**config.mk**
```make
export PLATFORM = sky130hd
export DESIGN_NAME = ula_div_seq
export DESIGN_NICKNAME = d
export VERILOG_FILES = /design/src/rtl/ula_div_pkg.sv /design/src/rtl/ula_div_step.sv /design/src/rtl/ula_div_seq.sv
export SDC_FILE = /design/constraint.sdc
export NUM_CORES = 1
export LEC_CHECK = 0
export CORE_UTILIZATION = 55
export CTS_CLUSTER_SIZE = 30
export DETAILED_ROUTE_END_ITERATION = 16
export HOLD_SLACK_MARGIN = 0.12
export PLACE_DENSITY = 0.81
export SLEW_MARGIN = 20
export SYNTH_ARGS = -nofsm -noshare
export SYNTH_HDL_FRONTEND = slang
export SYNTH_SLANG_ARGS = --single-unit
```
**constraint.sdc**
```tcl
create_clock -name clk -period 5.55 [get_ports clk]
set_input_delay 1.3875 -clock clk [delete_from_list [all_inputs] [get_ports clk]]
set_output_delay 1.3875 -clock clk [all_outputs]
set_load 0.01 [all_outputs]
```
**src/rtl/ula_div_pkg.sv**
```systemverilog
// Shared types and constants for the ULA sequential divider.
package ula_div_pkg;

  typedef enum logic [1:0] {
    ST_IDLE,
    ST_RUN,
    ST_FIX,
    ST_DONE
  } state_t;

  localparam int DEFAULT_WIDTH = 32;

  // Divide-by-zero quotient is all ones; replicate this bit to the operand width.
  localparam logic DIV0_Q_BIT = 1'b1;

endpackage

```
**src/rtl/ula_div_step.sv**
```systemverilog
// One restoring-division iteration: shift in the next dividend bit, trial-subtract, select.
module ula_div_step
  import ula_div_pkg::*;
#(
  parameter int WIDTH = DEFAULT_WIDTH
) (
  input  logic [WIDTH-1:0] r,
  input  logic [WIDTH-1:0] q,
  input  logic [WIDTH-1:0] d,
  output logic [WIDTH-1:0] r_next,
  output logic [WIDTH-1:0] q_next
);

  logic [WIDTH:0] shifted;
  logic [WIDTH:0] trial;
  logic           borrow;

  // On a borrow the shifted remainder is below D, so its low WIDTH bits hold it exactly.
  always_comb begin
    shifted = {r, q[WIDTH-1]};
    trial   = shifted - {1'b0, d};
    borrow  = trial[WIDTH];
    r_next  = borrow ? shifted[WIDTH-1:0] : trial[WIDTH-1:0];
    q_next  = {q[WIDTH-2:0], ~borrow};
  end

endmodule

```
**src/rtl/ula_div_seq.sv**
```systemverilog
// Multi-cycle restoring divider for DIV/REM with valid/ready handshakes on both sides.
// Define ULA_DIV_SIGNED_EN to honour is_signed; otherwise every operation is unsigned.
module ula_div_seq
  import ula_div_pkg::*;
#(
  parameter int WIDTH = DEFAULT_WIDTH
) (
  input  logic             clk,
  input  logic             rst,
  input  logic             start_valid,
  output logic             start_ready,
  input  logic [WIDTH-1:0] dividend,
  input  logic [WIDTH-1:0] divisor,
  input  logic             is_signed,
  output logic             res_valid,
  input  logic             res_ready,
  output logic [WIDTH-1:0] quotient,
  output logic [WIDTH-1:0] remainder,
  output logic             div_by_zero,
  output logic             busy
);

  localparam int CW = $clog2(WIDTH);
  localparam logic [CW-1:0] CNT_LAST = CW'(WIDTH - 1);

  state_t           state;
  state_t           state_next;
  logic [WIDTH-1:0] r_q;
  logic [WIDTH-1:0] q_q;
  logic [WIDTH-1:0] d_q;
  logic [CW-1:0]    cnt;
  logic [WIDTH-1:0] r_step;
  logic [WIDTH-1:0] q_step;
  logic [WIDTH-1:0] dividend_abs;
  logic [WIDTH-1:0] divisor_abs;
  logic [WIDTH-1:0] q_fixed;
  logic [WIDTH-1:0] r_fixed;
  logic             accept;
  logic             zero_div;

  assign start_ready = (state == ST_IDLE);
  assign busy        = (state != ST_IDLE);
  assign accept      = start_valid && start_ready;
  assign zero_div    = (divisor == '0);

`ifdef ULA_DIV_SIGNED_EN
  logic neg_q;
  logic neg_r;

  // The core works on magnitudes; signs are restored in FIX. Most-negative / -1
  // falls out naturally as the unsigned magnitude 2^(WIDTH-1) with no negation.
  always_comb begin
    dividend_abs = (is_signed && dividend[WIDTH-1]) ? -dividend : dividend;
    divisor_abs  = (is_signed && divisor[WIDTH-1])  ? -divisor  : divisor;
    q_fixed      = neg_q ? -q_q : q_q;
    r_fixed      = neg_r ? -r_q : r_q;
  end

  always_ff @(posedge clk) begin
    if (rst) begin
      neg_q <= 1'b0;
      neg_r <= 1'b0;
    end else if (accept) begin
      neg_q <= is_signed && (dividend[WIDTH-1] ^ divisor[WIDTH-1]);
      neg_r <= is_signed && dividend[WIDTH-1];
    end
  end
`else
  logic unused_is_signed;

  assign unused_is_signed = is_signed;

  always_comb begin
    dividend_abs = dividend;
    divisor_abs  = divisor;
    q_fixed      = q_q;
    r_fixed      = r_q;
  end
`endif

  ula_div_step #(
    .WIDTH(WIDTH)
  ) u_step (
    .r      (r_q),
    .q      (q_q),
    .d      (d_q),
    .r_next (r_step),
    .q_next (q_step)
  );

  always_ff @(posedge clk) begin
    if (rst) state <= ST_IDLE;
    else     state <= state_next;
  end

  always_comb begin
    state_next = state;
    case (state)
      ST_IDLE: if (accept) state_next = zero_div ? ST_DONE : ST_RUN;
      ST_RUN:  if (cnt == CNT_LAST) state_next = ST_FIX;
      ST_FIX:  state_next = ST_DONE;
      ST_DONE: if (res_ready) state_next = ST_IDLE;
    endcase
  end

  // Datapath and registered results; a zero divisor skips straight to DONE from accept.
  always_ff @(posedge clk) begin
    if (rst) begin
      r_q         <= '0;
      q_q         <= '0;
      d_q         <= '0;
      cnt         <= '0;
      quotient    <= '0;
      remainder   <= '0;
      div_by_zero <= 1'b0;
      res_valid   <= 1'b0;
    end else begin
      case (state)
        ST_IDLE: begin
          if (accept) begin
            q_q         <= dividend_abs;
            d_q         <= divisor_abs;
            r_q         <= '0;
            cnt         <= '0;
            div_by_zero <= zero_div;
            if (zero_div) begin
              quotient  <= {WIDTH{DIV0_Q_BIT}};
              remainder <= dividend;
              res_valid <= 1'b1;
            end
          end
        end
        ST_RUN: begin
          r_q <= r_step;
          q_q <= q_step;
          cnt <= (cnt == CNT_LAST) ? '0 : cnt + 1'b1;
        end
        ST_FIX: begin
          quotient  <= q_fixed;
          remainder <= r_fixed;
          res_valid <= 1'b1;
        end
        ST_DONE: begin
          if (res_ready) res_valid <= 1'b0;
        end
      endcase
    end
  end

endmodule
```
## After elaboration in Yosys (flattened, before gate mapping)

Cells that the tools add are included.
W data, S select, Z words.

- Add/subtract/negate cells: 2
- Equality and inequality tests: 8
- Muxes and demuxes: 23
- Bitwise operators: 1
- Reductions and logical operators: 12

Operator list:

| kind | count |
|---|---|
| $pmux W32 S2 | 4 |
| $mux W32 | 7 |
| $sub A33 B32 Y33 | 1 |
| $logic_not A32 Y1 | 1 |
| $mux W5 | 2 |
| $pmux W5 S2 | 1 |
| $mux W2 | 4 |
| $pmux W2 S4 | 1 |
| $reduce_and A3 Y1 | 2 |
| $reduce_bool A2 Y1 | 3 |
| $add A5 B1 Y5 const B | 1 |
| $eq A5 B5 Y1 const B | 1 |
| $eq A2 B2 Y1 const B | 2 |
| $ne A2 B1 Y1 const B | 2 |
| $ne A2 B2 Y1 const B | 2 |
| $reduce_and A2 Y1 | 2 |
| $reduce_and A4 Y1 | 1 |
| $mux W1 | 3 |
| $pmux W1 S3 | 1 |
| $reduce_bool A3 Y1 | 1 |
| $eq A2 B1 Y1 const B | 1 |
| $logic_not A2 Y1 | 1 |
| $logic_and A1 B1 Y1 | 1 |
| $not A1 Y1 | 1 |

- Register bits: 169
- Output and inout port bits: 68
- Word-level logic and storage cells: 55

## Logic depth before layout (Yosys ltp)

Gate-level depths: netlist of run 1.

- Word-level depth: 4
- Gate-level depth with buffers: 14
- Gate-level depth less buffers: 12

## Hierarchy

Synthesis of run 1 repeated with hierarchy kept, for this count alone.

- Cell total of the unflattened synthesis: 1219
- Area, all modules: 10956.8 um^2

By module, submodules not included:

| module | instances | cells an instance | area each (um^2) |
|---|---|---|---|
| ula_div_seq | 1 | 883 | 8365.5 |
| ula_div_step | 1 | 336 | 2591.2 |

## Worst setup path before layout of run 1

Ideal clock, no wire load.

- Path type: input port to flip-flop
- From: input divisor[24]
- To: register quotient[21]
- Library setup time: 0.091 ns
- Arrival: 2.971 ns
- Path slack: 2.488 ns
- Stages on the path: 9
- Buffers on the path: 2
- Cell sequence: nor4_1 -> nand4_1 -> nor2_1 -> nand2_1 -> mux2i_1 -> clkbuf_1 -> clkbuf_1 -> nor2_1 -> a311oi_1

- Word-level cells in the longest chain between the ends: 3

Ends and longest elaborated chain:

| what | RTL line | text |
|---|---|---|
| from (decl) | ula_div_seq.sv:13 | `input logic [WIDTH-1:0] divisor,` |
| $logic_not A32 Y1 | ula_div_seq.sv:44 | `assign zero_div = (divisor == '0);` |
| $ne A2 B1 Y1 (no line) | - |  |
| $reduce_and A3 Y1 (no line) | - |  |
| to (signal assigned) | ula_div_seq.sv:127 | `quotient <= {WIDTH{DIV0_Q_BIT}};` |
| to (signal assigned) | ula_div_seq.sv:139 | `quotient <= q_fixed;` |
| to (decl) | ula_div_seq.sv:17 | `output logic [WIDTH-1:0] quotient,` |

No other way between the ends.
A chain may end at the register's enable or synchronous reset.

## Worst setup path after layout of run 1

- From: register q_q[31], in the netlist q_fixed[31]
- To: register r_q[13], in the netlist r_fixed[13]

- Word-level cells in the longest chain between the ends: 3

Ends and longest elaborated chain:

| what | RTL line | text |
|---|---|---|
| from (decl) | ula_div_seq.sv:29 | `logic [WIDTH-1:0] q_q;` |
| from (signal assigned) | ula_div_seq.sv:121 | `q_q <= dividend_abs;` |
| from (signal assigned) | ula_div_seq.sv:135 | `q_q <= q_step;` |
| $sub A33 B32 Y33 | ula_div_step.sv:21 | `trial = shifted - {1'b0, d};` |
| $mux W32 | ula_div_step.sv:23 | `r_next = borrow ? shifted[WIDTH-1:0] : trial[WIDTH-1:0];` |
| $pmux W32 S2 | ula_div_seq.sv:118 | `case (state)` |
| to (signal assigned) | ula_div_seq.sv:134 | `r_q <= r_step;` |
| to (decl) | ula_div_seq.sv:28 | `logic [WIDTH-1:0] r_q;` |

No other way between the ends.

==> results of run 1 <==
[sequential cells by signal, indices dropped and copies added (netlist names)]
signal,flops
cnt,5
state,2
r_fixed,32
q_fixed,32
d_q,32
quotient,32
res_valid,1
div_by_zero,1
remainder,32
[report_power, final]
part	leakage [nW]	internal (mW)	switching, mW	total, mW
sequential	1.38	1.53	0.273	1.80
clock	0.322	0.810	0.525	1.34
combinational	2.43	1.84	2.43	4.26
total	4.13	4.17	3.22	7.40
[area by class of cell]
class / count / area (sq um) / area share (%)
well taps: 216 / 270 / 2.46
clock inverters: 15 / 238 / 2.16
repair buffers: 145 / 1440 / 13.1
clock buffers: 17 / 425 / 3.87
flip-flops and latches: 169 / 3380 / 30.8
inverters: 76 / 285 / 2.60
multi-input cells: 743 / 4950 / 45.1
[metrics by stage]
step / cell area (sq um) / hold WS, ns
finish: 11000 / 0.454
global route: 11000 / 0.481
CTS: 11000 / 0.456
detailed placement: 10300 / 0.447
global placement: 10300 / 0.443
floorplan: 8880 / 0.436
[logic make-up (layout without fill, tap and decap cells)]
group	count (synthesis)	in the layout	share of synthesized area (%)
AOI/OAI and AO/OA	282	282	22.3
xor gates and xnor gates	25	25	2.55
adders and majority gates	39	39	5.58
buffers and inverters	150	253	6.66
DFF	169	169	38.1
muxes	88	88	9.92
and+or+nand+nor	309	309	14.9
[worst max-delay path: stages (launching register included)]
cell,delay [ns]
dfxtp_1,0.35
inv_1,0.09
ha_1,0.19
inv_1,0.06
fa_1,0.43
a211oi_1,0.41
o21ai_2,0.15
a32oi_2,0.34
a2111oi_4,0.14
o221ai_2,0.25
xor2_4,0.51
buf_4,0.46
mux2i_1,0.25
o21ai_1,0.08
[cells in the final DEF (no fill, tap or decap), drive strengths merged, types with 10 or more instances in the layout]
cell	netlist	final
a211oi	68	68
mux2i	88	88
xor2	11	11
a21o	11	11
o21ai	42	42
ha	38	38
a311oi	33	33
dfxtp	169	169
clkbuf	66	17
xnor2	14	14
inv	76	81
nand3	12	12
a21oi	70	70
nand2	112	112
clkdlybuf4s50	0	134
and3	10	10
buf	8	11
nor2	127	127
[worst min-delay path by stage]
stage / start / endpoint / slack, ns / depth (start not counted)
after floorplan: d_q[10] / d_q[10] / 0.44 / 2
after global placement: div_by_zero / div_by_zero / 0.44 / 2
after detailed placement: d_q[16] / d_q[16] / 0.45 / 2
after CTS: d_q[16] / d_q[16] / 0.46 / 2
after global routing: d_q[29] / d_q[29] / 0.48 / 2
final: d_q[16] / d_q[16] / 0.45 / 2
[routing by layer]
metal	share of wire (%)	wire, um
met1	49	10600
met2	46	9940
met3	4.5	978
met4	1.2	255
met5	0	0
==> summary.md, run 1 <==
| Metric | Value |
|---|---|
| Ys Warns | `0` |
| CTS buffer count | `17` |
| Power Density | `~670 nW/um^2` |
| Post-CTS setup repair buffer count | `0` |
| Worst Tran Pin Value | `around 0.9 ns` |
| Setup tns final | `0 ns` |
| VDD IR-drop max | `442 uV` |
| Slew Limit Fails | `0` |
| Clock sinks | `roughly 170` |
| Worst r2r dst | `r_fixed[13]` |
| Hpwl dp | `between 15000 and 20000 um` |
| R2r worst-path depth | `13` |
| Max Cap Violations | `0` |
| Synth top area share | `between 30% and 40%` |
| Chip width | `around 130 um` |
| Vias in the first global route | `between 7000 and 8000` |
| Met3 Resource Use GR | `4.25%` |
| Place WS | `~1.5 ns` |
| Max Clk Rate | `260 MHz` |
| Final Core Density | `a little over two thirds` |
| M2 GR Usage | `42.7%` |
| #FFs+latches synth | `roughly 170` |
| Clk buf depth | `2` |
| CP endpoint | `r_fixed[13]` |
| Placed cell count | `1349` |
| Routability Congestion | `about 0.9` |
| Die area | `between 15000 and 20000 sq um` |
| Via count | `~8000` |
| Synth Flop Type | `dfxtp_1` |
| Max Clock Skew | `~0.01 ns` |
| Top-count cell post-synth | `dfxtp_1` |
| Post-synthesis sequential area ratio | `between 30% and 40%` |
| Height of the die | `~130 um` |
| # rows | `46` |
| Setup Viol. Count Final | `0` |
| Avg Cell Area, Syn | `around 8.4 sq um` |
| CP Launch Point | `q_fixed[31]` |
| Synthesized Nets | `1170` |
| Cell taking the most area after synthesis | `dfxtp_1` |
| Class of the worst hold path | `reg -> reg` |
| RSZ-0062 raised after global routing | `false` |
| Routed Antenna Nets | `0` |
| Layout overhead on the synthesized area | `23.7%` |
| WS Path Type | `reg -> reg` |
| Outcome | `finished clean` |
| Post-CTS sizing | `0` |
| IO Count | `approximately 140` |
| Final WL | `21800 um` |
| Worst path required time | `5.85 ns` |
| GRT overflow | `0` |
| Largest net degree at the start of global routing | `around 130` |
| DR pass1 iterations | `7` |
| Crit path max fanout | `25` |
| Post-synthesis async set-or-reset flop share | `0%` |
| GR peak layer | `met2` |
| Met1 Use GR | `38.0%` |
| DRC viols | `0` |
| First-pass GRT wire length | `35500 um` |
| Element type at the critical path end | `flip-flop` |
| Final Non-Filler Cells | `1381` |
| WL per Instance | `approximately 16 um` |
| Layout cells sized above 1 | `5.06%` |
| Final Hold Viols | `0` |
| Initial Util | `a little under three fifths` |
| Synth Instances | `approximately 1100` |
| H-tree lvl count | `4` |
| Ranking of synthesized cells by area | `dfxtp_1, mux2i_1, a211oi_1, nor2_1, ha_1` |
| Worst R2R Setup Slack | `around 1.7 ns` |
| Period minus WS final | `slightly below 4 ns` |
| Total Power | `roughly 7.4 mW` |
| Synth top cells by count | `dfxtp_1, nor2_1, nand2_1` |
| Rel. slew slack | `between 40% and 50%` |
| Hold-fix buffers, CTS | `0` |
| Kind of start point of the critical path | `flip-flop` |
| Worst-path clk slew | `approximately 0.07 ns` |
| Fin crit share | `between 60% and 70%` |
| IO Port Bufs | `135` |
| Worst skew pair latency | `~0.43 ns` |
| Nets | `1260` |
| Initial antenna violation count | `0` |
| Fillers | `1287` |
| R2R Path Start | `q_fixed[31]` |
| Synthesized area | `8880 sq um` |
| LEAKAGE | `4.13 nW` |
| Root Driver | `clkbuf_16` |
| Core box area | `approximately 16000 sq um` |
| Count of flip-flops with a built-in enable after synthesis | `0` |
| Number of diodes | `0` |
| Vias per cell | `5.73` |
| Post-synth cell types | `between 60 and 70` |
| CTS tree | `done` |
| Slack of the critical path | `about 1.7 ns` |
| Tot GR Track Use | `26.9%` |
| Arrival time of the worst setup path | `4.15 ns` |
| DRT iter0 DRCs | `just under 800` |
Power figures use the tool's default switching activity.
==> run 2: changes to the inputs <==
--- a/config.mk
+++ b/config.mk
@@ -5,11 +5,11 @@
 export SDC_FILE = /design/constraint.sdc
 export NUM_CORES = 1
 export LEC_CHECK = 0
-export CORE_UTILIZATION = 55
+export CORE_UTILIZATION = 49
 export CTS_CLUSTER_SIZE = 30
 export DETAILED_ROUTE_END_ITERATION = 16
 export HOLD_SLACK_MARGIN = 0.12
-export PLACE_DENSITY = 0.81
+export PLACE_DENSITY = 0.77
 export SLEW_MARGIN = 20
 export SYNTH_ARGS = -nofsm -noshare
 export SYNTH_HDL_FRONTEND = slang
==> constraint.sdc (replaced) <==
create_clock -name clk -period 3.44 [get_ports clk]
set_input_delay 0.86 -clock clk [delete_from_list [all_inputs] [get_ports clk]]
set_output_delay 0.86 -clock clk [all_outputs]
set_load 0.01 [all_outputs]
==> run 2 against run 1 <==
Against the previous run:
- setup slack got worse by 1.5 ns
- critical path depth did not move
- count of clock-buffer cells in the layout grew 2
- non-clock buffer count grew 9
- clock skew fell by 0.0022 ns
- final cell count up 1.3%
- sequential cell count did not move
- highest routed layer unchanged
- largest power group unchanged
- design area up 0.59%
==> summary.md, run 2 (synthesized netlist as in run 1, its figures left out) <==
| Metric | Value |
|---|---|
| Worst-path cell chain | `inv_1 > ha_1 > inv_1 > fa_1 > a211oi_2 > o21ai_2 > a32oi_2 > a2111oi_4 > o221ai_2 > xor2_4 > buf_12 > or4_1 > nand2_1` |
| Commonest non-fill, non-tap cell in the layout | `dfxtp_1` |
| DR pass1 iterations | `5` |
| Class of the worst hold path | `reg -> reg` |
| Worst skew pair latency | `between 0.4 and 0.5 ns` |
| Initial antenna violation count | `0` |
| VDD IR-drop max | `between 900 and 1000 uV` |
| CTS tree | `done` |
| Layout cells sized above 1 | `5.88%` |
| WS Path Type | `reg -> reg` |
| Final Hold Viols | `0` |
| DRT iter0 DRCs | `around 530` |
| Clk buf depth | `2` |
| Worst R2R Setup Slack | `0.19 ns` |
| Core box area | `around 17000 sq um` |
| RSZ-0062 raised after global routing | `false` |
| Layout overhead on the synthesized area | `24.4%` |
| Family with the most delay on the worst path | `compound AO/OA/AOI/OAI gates` |
| Fin crit share | `a little over nine tenths` |
| Max Cap Violations | `0` |
| Worst path most repeated cell | `inv_1` |
| Arrival time of the worst setup path | `approximately 3.6 ns` |
| Buf+Inv Stages, Crit Path | `3` |
| WL per Instance | `about 16 um` |
| Met3 Resource Use GR | `under 10%` |
| Setup tns final | `0 ns` |
| Max Clk Rate | `approximately 310 MHz` |
| Setup Viol. Count Final | `0` |
| Largest net degree at the start of global routing | `just over 100` |
| CP max stage delay | `about 0.53 ns` |
| Post-CTS sizing | `0` |
| Period minus WS final | `between 3 and 4 ns` |
| Chip width | `between 100 and 150 um` |
| First-pass GRT wire length | `approximately 36000 um` |
| Vias in the first global route | `6985` |
| Height of the die | `about 140 um` |
| Met1 Use GR | `about 36%` |
| Worst Tran Pin Value | `around 1.0 ns` |
| Power Density | `roughly 1100 nW/um^2` |
| Rel. slew slack | `between 30% and 40%` |
| Tot GR Track Use | `between 20% and 30%` |
| Final Core Density | `63.3%` |
| Final WL | `approximately 22000 um` |
| Clock sinks | `between 150 and 200` |
| Element type at the critical path end | `flip-flop` |
| H-tree lvl count | `4` |
| GRT overflow | `0` |
| LEAKAGE | `~4.2 nW` |
| CTS buffer count | `17` |
| Worst-path clk slew | `around 0.070 ns` |
| Vias per cell | `around 5.6` |
| # rows | `48` |
| Crit path max fanout | `15` |
| Initial Util | `between 50% and 60%` |
| Worst path required time | `3.81 ns` |
| Outcome | `finished clean` |
| Routed Antenna Nets | `0` |
| Root Driver | `clkbuf_16` |
| Die area | `18700 sq um` |
| Routability Congestion | `a little over 0.9` |
| Post-CTS setup repair buffer count | `0` |
| Hold-fix buffers, CTS | `0` |
| M2 GR Usage | `35.6%` |
| IO Count | `~140` |
| Number of diodes | `0` |
| Hpwl dp | `15900 um` |
| DRC viols | `0` |
| Slowest-stage cell, CP | `or4_1` |
| IO Port Bufs | `~140` |
| Kind of start point of the critical path | `flip-flop` |
| Via count | `slightly below 8000` |
| Commonest non-fill, non-tap cells in the layout | `dfxtp_1, clkdlybuf4s50_1, nor2_1` |
| Nets | `1269` |
| GR peak layer | `met1` |
| Max Clock Skew | `~0.0076 ns` |
| Slew Limit Fails | `0` |
==> run 2: cell count changes in the layout (fill, tap and decap cells not counted) <==
cell,before,now
inv_8,2,1
inv_6,3,6
a211oi_1,68,67
clkbuf_8,0,2
buf_4,10,16
bufinv_16,5,2
clkinv_4,3,2
a211oi_2,0,1
buf_12,1,4
==> run 2: metrics by stage <==
step                      std cells  hold WS [ns]  power, mW  worst slack, ns  cell area (sq um)
after floorplan                1062         0.436       8.21            0.638               8880
after global placement         1367         0.442       9.90            0.205              10400
after detailed placement       1367         0.449       10.0            0.152              10400
after CTS                      1399         0.458       12.0           0.0894              11000
after global routing           1399         0.468       12.9           0.0738              11100
final                          1399         0.455       12.1            0.190              11100
==> run 2: layout make-up <==
cell class                 count  area, sq um
fill                        1531         6420
sequential                   169         3380
clock inverter                13          154
timing repair buffer         154         1540
inverter                      76          285
multi-input combinational    743         4960
clock buffer                  19          453
tap                          225          282
==> run 2: worst reg2reg max path, stage by stage, from the launching register on <==
cell       delay [ns]
dfxtp_1          0.33
inv_1            0.10
ha_1             0.21
inv_1            0.06
fa_1             0.44
a211oi_2         0.27
o21ai_2          0.13
a32oi_2          0.31
a2111oi_4        0.14
o221ai_2         0.27
xor2_4           0.14
buf_12           0.17
or4_1            0.53
nand2_1          0.08
==> run 2: final timing paths <==
path                                   from     endpoint  depth (start not counted)
worst max-delay path            q_fixed[31]  r_fixed[25]                         13
worst min-delay path                d_q[18]      d_q[18]                          2
worst min register to register      d_q[18]      d_q[18]                          2
worst max register to register  q_fixed[31]  r_fixed[25]                         13
==> run 2: report_power, final <==
part	internal (mW)	switching [mW]
registers	2.46	0.432
logic	3.23	3.95
clock network	1.13	0.855
==> run 2: routing by layer <==
layer	vias to the layer above	wire [um]
met5	-	0
met4	0	387
met3	28	1130
met2	235	9360
met1	3570	11300
li1	3990	-
